File: src/rtl/alu_pwm_pkg.sv
// Shared types and constants for the ALU-fed PWM stage.
// Flag order matches the ALU flag bus {N,Z,C,V}.
package alu_pwm_pkg;

    localparam int DEFAULT_WIDTH    = 4;
    localparam int DEFAULT_PRESCALE = 1024;

    localparam int FLAG_N = 3;
    localparam int FLAG_Z = 2;
    localparam int FLAG_C = 1;
    localparam int FLAG_V = 0;

    typedef struct packed {
        logic n;
        logic z;
        logic c;
        logic v;
    } alu_flags_t;

    function automatic alu_flags_t to_flags(input logic [3:0] raw);
        return alu_flags_t'(raw);
    endfunction

endpackage

File: src/rtl/alu_pwm_stage_prescaler.sv
// Clock prescaler: emits a one-cycle step every PRESCALE enabled cycles.
// Shared by the PWM blocks; PRESCALE=1 yields a step on every enabled cycle.
module pwm_prescaler #(
    parameter int PRESCALE = 1024
) (
    input  logic clk,
    input  logic rst,
    input  logic en,
    output logic step
);

    localparam int CW = (PRESCALE > 1) ? $clog2(PRESCALE) : 1;
    localparam logic [CW-1:0] LAST = CW'(PRESCALE - 1);

    logic [CW-1:0] pre_cnt;

    assign step = en && (pre_cnt == LAST);

    // NOTE: state registers use non-blocking assignments so every flop samples pre-edge values.
    always_ff @(posedge clk or posedge rst) begin
        if (rst) begin
            pre_cnt <= '0;
        end else if (en) begin
            pre_cnt <= step ? '0 : pre_cnt + CW'(1);
        end
    end

endmodule

File: src/rtl/alu_pwm_stage.sv
// PWM stage fed by the 4-bit ALU: Result becomes the duty, flags are latched.
// Optional: define ALU_PWM_OVF_GUARD_EN to reject loads whose V flag is set.
module alu_pwm_stage
    import alu_pwm_pkg::*;
#(
    parameter int WIDTH    = DEFAULT_WIDTH,
    parameter int PRESCALE = DEFAULT_PRESCALE
) (
    input  logic             clk,
    input  logic             rst,
    input  logic             en,
    input  logic [WIDTH-1:0] result_in,
    input  logic [3:0]       flags_in,
    input  logic             load_valid,
    output logic             load_ready,
    output logic [WIDTH-1:0] duty_q,
    output logic [3:0]       flags_q,
    output logic             period_tick,
    output logic             pwm_out,
    output logic             ovf_err
);

    // Period is 2^WIDTH-1 steps so a full-scale duty means 100% high.
    localparam logic [WIDTH-1:0] STEP_MAX = {{(WIDTH-1){1'b1}}, 1'b0};

    logic             step;
    logic             wrap;
    logic             accept;
    logic             take;
    logic             pending;
    logic [WIDTH-1:0] step_cnt;
    logic [WIDTH-1:0] shadow;
    alu_flags_t       flags_r;

    pwm_prescaler #(
        .PRESCALE(PRESCALE)
    ) u_prescaler (
        .clk  (clk),
        .rst  (rst),
        .en   (en),
        .step (step)
    );

    assign wrap       = step && (step_cnt == STEP_MAX);
    assign load_ready = ~pending;
    assign accept     = load_valid & load_ready;
    assign flags_q    = flags_r;

`ifdef ALU_PWM_OVF_GUARD_EN
    // Overflowed results are handshaken away so upstream never stalls on them.
    assign take = accept & ~flags_in[FLAG_V];

    always_ff @(posedge clk or posedge rst) begin
        if (rst) begin
            ovf_err <= 1'b0;
        end else if (accept && flags_in[FLAG_V]) begin
            ovf_err <= 1'b1;
        end
    end
`else
    assign take    = accept;
    assign ovf_err = 1'b0;
`endif

    always_ff @(posedge clk or posedge rst) begin
        if (rst) begin
            step_cnt    <= '0;
            period_tick <= 1'b0;
            pwm_out     <= 1'b0;
        end else begin
            period_tick <= wrap;
            pwm_out     <= en && (step_cnt < duty_q);
            if (step) begin
                step_cnt <= wrap ? '0 : step_cnt + WIDTH'(1);
            end
        end
    end

    // Apply and accept are exclusive: apply needs pending=1, accept needs pending=0,
    // so a load taken on a wrap edge waits for the following wrap.
    always_ff @(posedge clk or posedge rst) begin
        if (rst) begin
            shadow  <= '0;
            duty_q  <= '0;
            flags_r <= '0;
            pending <= 1'b0;
        end else begin
            if (wrap && pending) begin
                duty_q  <= shadow;
                pending <= 1'b0;
            end
            if (take) begin
                shadow  <= result_in;
                flags_r <= to_flags(flags_in);
                pending <= 1'b1;
            end
        end
    end

endmodule

File: config.mk
export PLATFORM = sky130hd
export DESIGN_NAME = alu_pwm_stage
export DESIGN_NICKNAME = d
export VERILOG_FILES = /design/src/rtl/alu_pwm_pkg.sv /design/src/rtl/alu_pwm_stage_prescaler.sv /design/src/rtl/alu_pwm_stage.sv
export SDC_FILE = /design/constraint.sdc
export NUM_CORES = 1
export LEC_CHECK = 0
export CAP_MARGIN = 15
export CORE_MARGIN = 2
export CORE_UTILIZATION = 35
export CTS_CLUSTER_DIAMETER = 120
export DETAILED_ROUTE_END_ITERATION = 7
export PLACE_DENSITY_LB_ADDON = 0.3
export SLEW_MARGIN = 5
export SYNTH_ARGS = -nofsm -noshare
export SYNTH_HDL_FRONTEND = slang
export SYNTH_HIERARCHICAL = 1
export SYNTH_SLANG_ARGS = --single-unit
File: constraint.sdc
create_clock -name clk -period 5.5 [get_ports clk]
set_clock_uncertainty 0.1 [all_clocks]
set_input_delay 0.825 -clock clk [delete_from_list [all_inputs] [get_ports clk]]
set_output_delay 0.825 -clock clk [all_outputs]
set_load 0.02 [all_outputs]
; Word level (Yosys, flattened, before mapping)
; Cells that the tools add are included.
[totals]
ramBits = 0
input_bits = 12
latch_bits = 0
ff_bits = 29
memories = 0
word_cells = 27
romBits = 0
output_inout_bits = 12
[op_classes]
addsub = 2
shifts = 0
n_mul = 0
div = 0
reduce_logical = 5
magnitude_cmp = 1
bitwise = 2
n_eq_ne = 2
n_mux = 4
[ops]
columns = op, count
row1 = adder 10 x 1 -> 10 bit (second input constant), 1
row2 = == test 10 bit (second input constant), 1
row3 = two-way mux 10 bit, 1
row4 = adder 4 x 1 -> 4 bit (second input constant), 1
row5 = == test 4 bit (second input constant), 1
row6 = logical AND 1 bit, 4
row7 = < comparator 4 bit, 1
row8 = two-way mux 4 bit, 1
row9 = two-way mux 1 bit, 2
row10 = nonzero test 2 bit, 1
row11 = bitwise AND 1 bit, 1
row12 = NOT 1 bit, 1

; Logic depth before layout (Yosys ltp)
[logic_depth]
word_depth = 6
mapped_depth = 8

; Modules after synthesis
; The synthesis kept the hierarchy.
[modules_own_cells]
columns = mod, area_per_inst_um2, cells_per_inst, instances
row1 = alu_pwm_stage, 875.8, 68, 1
row2 = pwm_prescaler, 514.2, 49, 1

; Worst setup path after synthesis
; OpenSTA, ideal clock, no wires.
[synth_timing]
path_kind = input-to-reg
startpoint = input en
endpoint = register duty_q[0]
t_arrival_ps = 2279
n_path_buf = 3
path_stages = 8
path_slack_ps = 2996
cell_sequence = buf_4 -> nand3_1 -> nor4_4 -> buf_4 -> and4_1 -> buf_6 -> nand2_4 -> mux2_4
[synth_between]
elab_chain_len = 3
[synth_rtl]
columns = item, line_no
row1 = start: declaration, alu_pwm_stage.sv:11  ; input logic en,
row2 = logical AND 1 bit, alu_pwm_stage_prescaler.sv:17  ; assign step = en && (pre_cnt == LAST);
row3 = via step, alu_pwm_stage.sv:26  ; logic step;
row4 = logical AND 1 bit, alu_pwm_stage.sv:44  ; assign wrap = step && (step_cnt == STEP_MAX);
row5 = via wrap, alu_pwm_stage.sv:27  ; logic wrap;
row6 = logical AND 1 bit, alu_pwm_stage.sv:88  ; if (wrap && pending) begin
row7 = end signal: assignment, alu_pwm_stage.sv:89  ; duty_q <= shadow;
row8 = end: declaration, alu_pwm_stage.sv:16  ; output logic [WIDTH-1:0] duty_q,
; The timed path passes the listed nets, and every way through them passes these cells.
; A chain may end at the register's enable or synchronous reset.

; Worst setup path after layout
[layout_timing]
startpoint = input en
endpoint = register duty_q[2]
[layout_between]
elab_chain_len = 3
[layout_rtl]
columns = item, line_no
row1 = logical AND 1 bit, alu_pwm_stage_prescaler.sv:17
row2 = via step, alu_pwm_stage.sv:26
row3 = logical AND 1 bit, alu_pwm_stage.sv:44
row4 = logical AND 1 bit, alu_pwm_stage.sv:88
; The timed path passes the listed nets, and every way through them passes these cells.

==> results.txt <==
----------------------------------------------------
[Run status]
  Status ... finished, final reports clean

[Floorplan]
  Die width ... 67.0 microns
  Area inside the core boundary ... 3740 sq um
  Effective utilization at floorplan ... 37.1%
  Number of ports placed on the die boundary ... 24
  Row Count ... 22
  Die Y-Extent ... 67.0 microns
  Overall die area ... 4490 sq um

[Cells and area]
  Fill count ... 359
  Ratio of cells with drive above 1 in the final layout ... 15.5%
  Commonest non-fill, non-tap cell in the layout ... sky130_fd_sc_hd__dfrtp_1
  Layout net count ... 159
  Final design utilization ... 45.8%
  Seq. cell area ... 726 sq um
  Antenna fix cells ... 0
  Multi-input gate area ... 592 sq um
  Post-route insts no fill ... 190
  Post-Layout Inst Area ... 1710 sq um
  Area Growth Syn to Fin ... 23.3%
  Highest-count cells in the layout ignoring fill and taps ... 29 x sky130_fd_sc_hd__dfrtp_1, 22 x sky130_fd_sc_hd__clkdlybuf4s50_1, 9 x sky130_fd_sc_hd__nand2_1, 9 x sky130_fd_sc_hd__inv_1, 8 x sky130_fd_sc_hd__mux2_2

[Global route]
  Total global-route track usage ... 13.4%
  Initial antenna violation count ... 0
  First-pass GRT wire length ... 4.28 mm
  Number of global-route vias before repair ... 920
  Grt ovf ... 0
  Largest net degree at the start of global routing ... 20

[Logic synthesis]
  Dominant cell type by area after synthesis ... sky130_fd_sc_hd__dfrtp_1
  Sequential area share after synthesis ... 52.2%
  Cell variety after synth ... 35
  Area contributors post-synth ... sky130_fd_sc_hd__dfrtp_1 52%, sky130_fd_sc_hd__mux2_2 6.5%, sky130_fd_sc_hd__ha_1 5.4%, sky130_fd_sc_hd__mux2_4 4.3%, sky130_fd_sc_hd__xnor2_1 3.2%
  Synth async-reset ratio ... 100%
  Most used flip-flop cell after synthesis ... sky130_fd_sc_hd__dfrtp_1
  Number of flip-flops and latches in the synthesized netlist ... 29
  Synth Net Count ... 135
  Area share of the largest cell type after synthesis ... 52.2%
  Post-synthesis instance area ... 1390 sq um
  Post-synthesis average cell area ... 11.9 sq um
  Post-synth EDFFs ... 0
  Total number of yosys warnings ... 6
  Gate count of the mapped netlist ... 117

[Worst setup path]
  Highest-delay cell along the critical path ... sky130_fd_sc_hd__clkdlybuf4s50_1
  Data required time at the worst endpoint ... 5560 ps
  Highest cell delay on the worst timing path ... 630 ps
  Data arrival time of the critical path ... 3120 ps
  Kind of critical path ... in -> reg
  Biggest fanout along the worst timing path ... 11
  Crit. End Element ... flop
  Nature of the critical path startpoint ... input pin
  List of cells traversed by the critical path ... clkdlybuf4s50_1 -> nand3_1 -> nor4_4 -> and4_1 -> nand2_4 -> mux2_4

[Clocking]
  Number of gates given a new drive strength after cts ... 0
  Number of clock sinks seen by CTS ... 29
  Total CTS buffers ... 5
  CTS tree ... done
  Setup fix buffers added after clock tree synthesis ... 0
  Clock-pin transition on the worst setup and hold timing paths ... 60 ps
  Cts hold-fix bufs ... 0
  CTS H-tree depth ... 2
  Master cell of the clock root buffer ... sky130_fd_sc_hd__clkbuf_8
  Clk Latency, worst-skew pair ... 280 ps
  Number of buffers on the longest clock path ... 2

[STA]
  Transition time of the tightest slew-check pin ... 730 ps
  Slack of the critical path ... 2440 ps
  Number of endpoints failing setup at the final stage ... 0
  Final worst path period need ... 3060 ps
  RSZ-0062 raised after global routing ... false
  Total negative slack ... 0 ps
  Final max-slew violation count ... 0
  Share of the clock period used by the worst path after layout ... 55.6%
  Final hold violation count ... 0
  Worst Hold Slack ... 396 ps
  Slew Limit Headroom ... 51.3%
  Highest achievable clock rate ... 327 MHz

[Pwr]
  Total Power Consumption ... 0.505 mW
  Fraction of power consumed by combinational cells ... 13.4%
  Share of power burned in the clock network ... 32.8%
  Power density over the cells ... 295 nW/um^2
  Sw Ratio ... 28.2%
  Worst IR drop on VDD ... 0.158 mV
  Share of total power in sequential cells ... 53.8%
  Internal power summed over all cells ... 0.362 mW
  Switch Pwr ... 0.143 mW
  Leakage power total ... 0.752 nW

[Place]
  Number of port buffers ... 22
  Post-DP Area ... 1630 sq um
  Half-perimeter wire length after detailed placement ... 1.87 mm
  Worst setup slack after placement ... 2140 ps
  Cells after DPL ... 182
  Global placer's final weighted congestion ... 0.770

[Routing]
  Vias after detailed routing ... 927
  Antenna-violating nets left ... 0
  Final WL ... 2.52 mm
  First-iteration detailed-routing DRC count ... 80
  Pre-Repair DR Iteration Count ... 4
  Post-route DRC ... 0
  Average wire per standard cell ... 13.3 microns
  Ratio of routed vias to standard cells ... 4.88

[Min path]
  Type of the worst min-delay path ... reg -> reg

[Job]
  Count of max-cap constraint violations ... 0

----------------------------------------------------
[worst max-delay path: cells and delay by family]
| kind | cells | cell delay, ps |
|---|---|---|
| buf+inv | 1 | 630 |
| mux | 1 | 300 |
| simple gates | 4 | 1350 |
[sequential cells by signal, indices dropped and copies added (netlist names)]
register	cells
duty_q	4
flags_q	4
pending	1
period_tick	1
pwm_out	1
shadow	4
step_cnt	4
u_prescaler/pre_cnt	10
[routing by layer]
layer	track usage, %	up-vias	routed length (microns)
li1	-	445	-
met1	16.1	452	1160
met2	19.7	27	1180
met3	8.28	3	149
met4	3.83	0	27
met5	0	-	0
[synthesized netlist by cell type (all sizes together) (2+ instances only)]
cell / n
nand2: 10
or3: 2
buf: 5
ha: 6
xnor2: 5
dfrtp: 29
inv: 9
o21ai: 6
xor2: 2
nand2b: 2
a21oi: 3
mux2: 12
nor2: 5
nand4: 5
[power by group through the flow]
stage / sequential (mW) / clock [mW] / combinational, mW
after CTS: 0.272 / 0.171 / 0.0686
after floorplan: 0.272 / 0 / 0.0419
after detailed placement: 0.275 / 0 / 0.0678
final: 0.271 / 0.166 / 0.0679
after global routing: 0.275 / 0.186 / 0.0756
after global placement: 0.273 / 0 / 0.0653
[worst paths after layout]
| path | start | endpoint | slack, ps | cells past startpoint |
|---|---|---|---|---|
| setup reg to reg | u_prescaler/pre_cnt[0] | duty_q[2] | 2990 | 6 |
| min in group asynchronous | rst | u_prescaler/pre_cnt[1] | 780 | 2 |
| max in group asynchronous | rst | step_cnt[2] | 3910 | 2 |
| hold / removal | u_prescaler/pre_cnt[9] | u_prescaler/pre_cnt[9] | 400 | 1 |
| hold reg to reg | u_prescaler/pre_cnt[9] | u_prescaler/pre_cnt[9] | 400 | 1 |
| setup / recovery | en | duty_q[2] | 2440 | 6 |
[kinds of logic after synthesis]
family | count (synthesis) | share of synthesized area [%]
AND/OR/NAND/NOR | 31 | 14.2
flip-flops | 29 | 52.2
AO/OA/AOI/OAI | 17 | 7.47
buffers and inverters | 14 | 5.22
multiplexers | 12 | 10.8
XOR/XNOR | 7 | 4.41
adder cells (fa/ha/maj) | 6 | 5.40
other | 1 | 0.270
[area by class of cell]
type	count	share of cell area, %
repair buffers	22	12.8
well taps	48	3.50
inverters	9	1.97
clock buffers	6	4.23
clock inverters	2	0.584
multi-input cells	74	34.5
flip-flops and latches	29	42.3
Power figures use the tool's default switching activity.
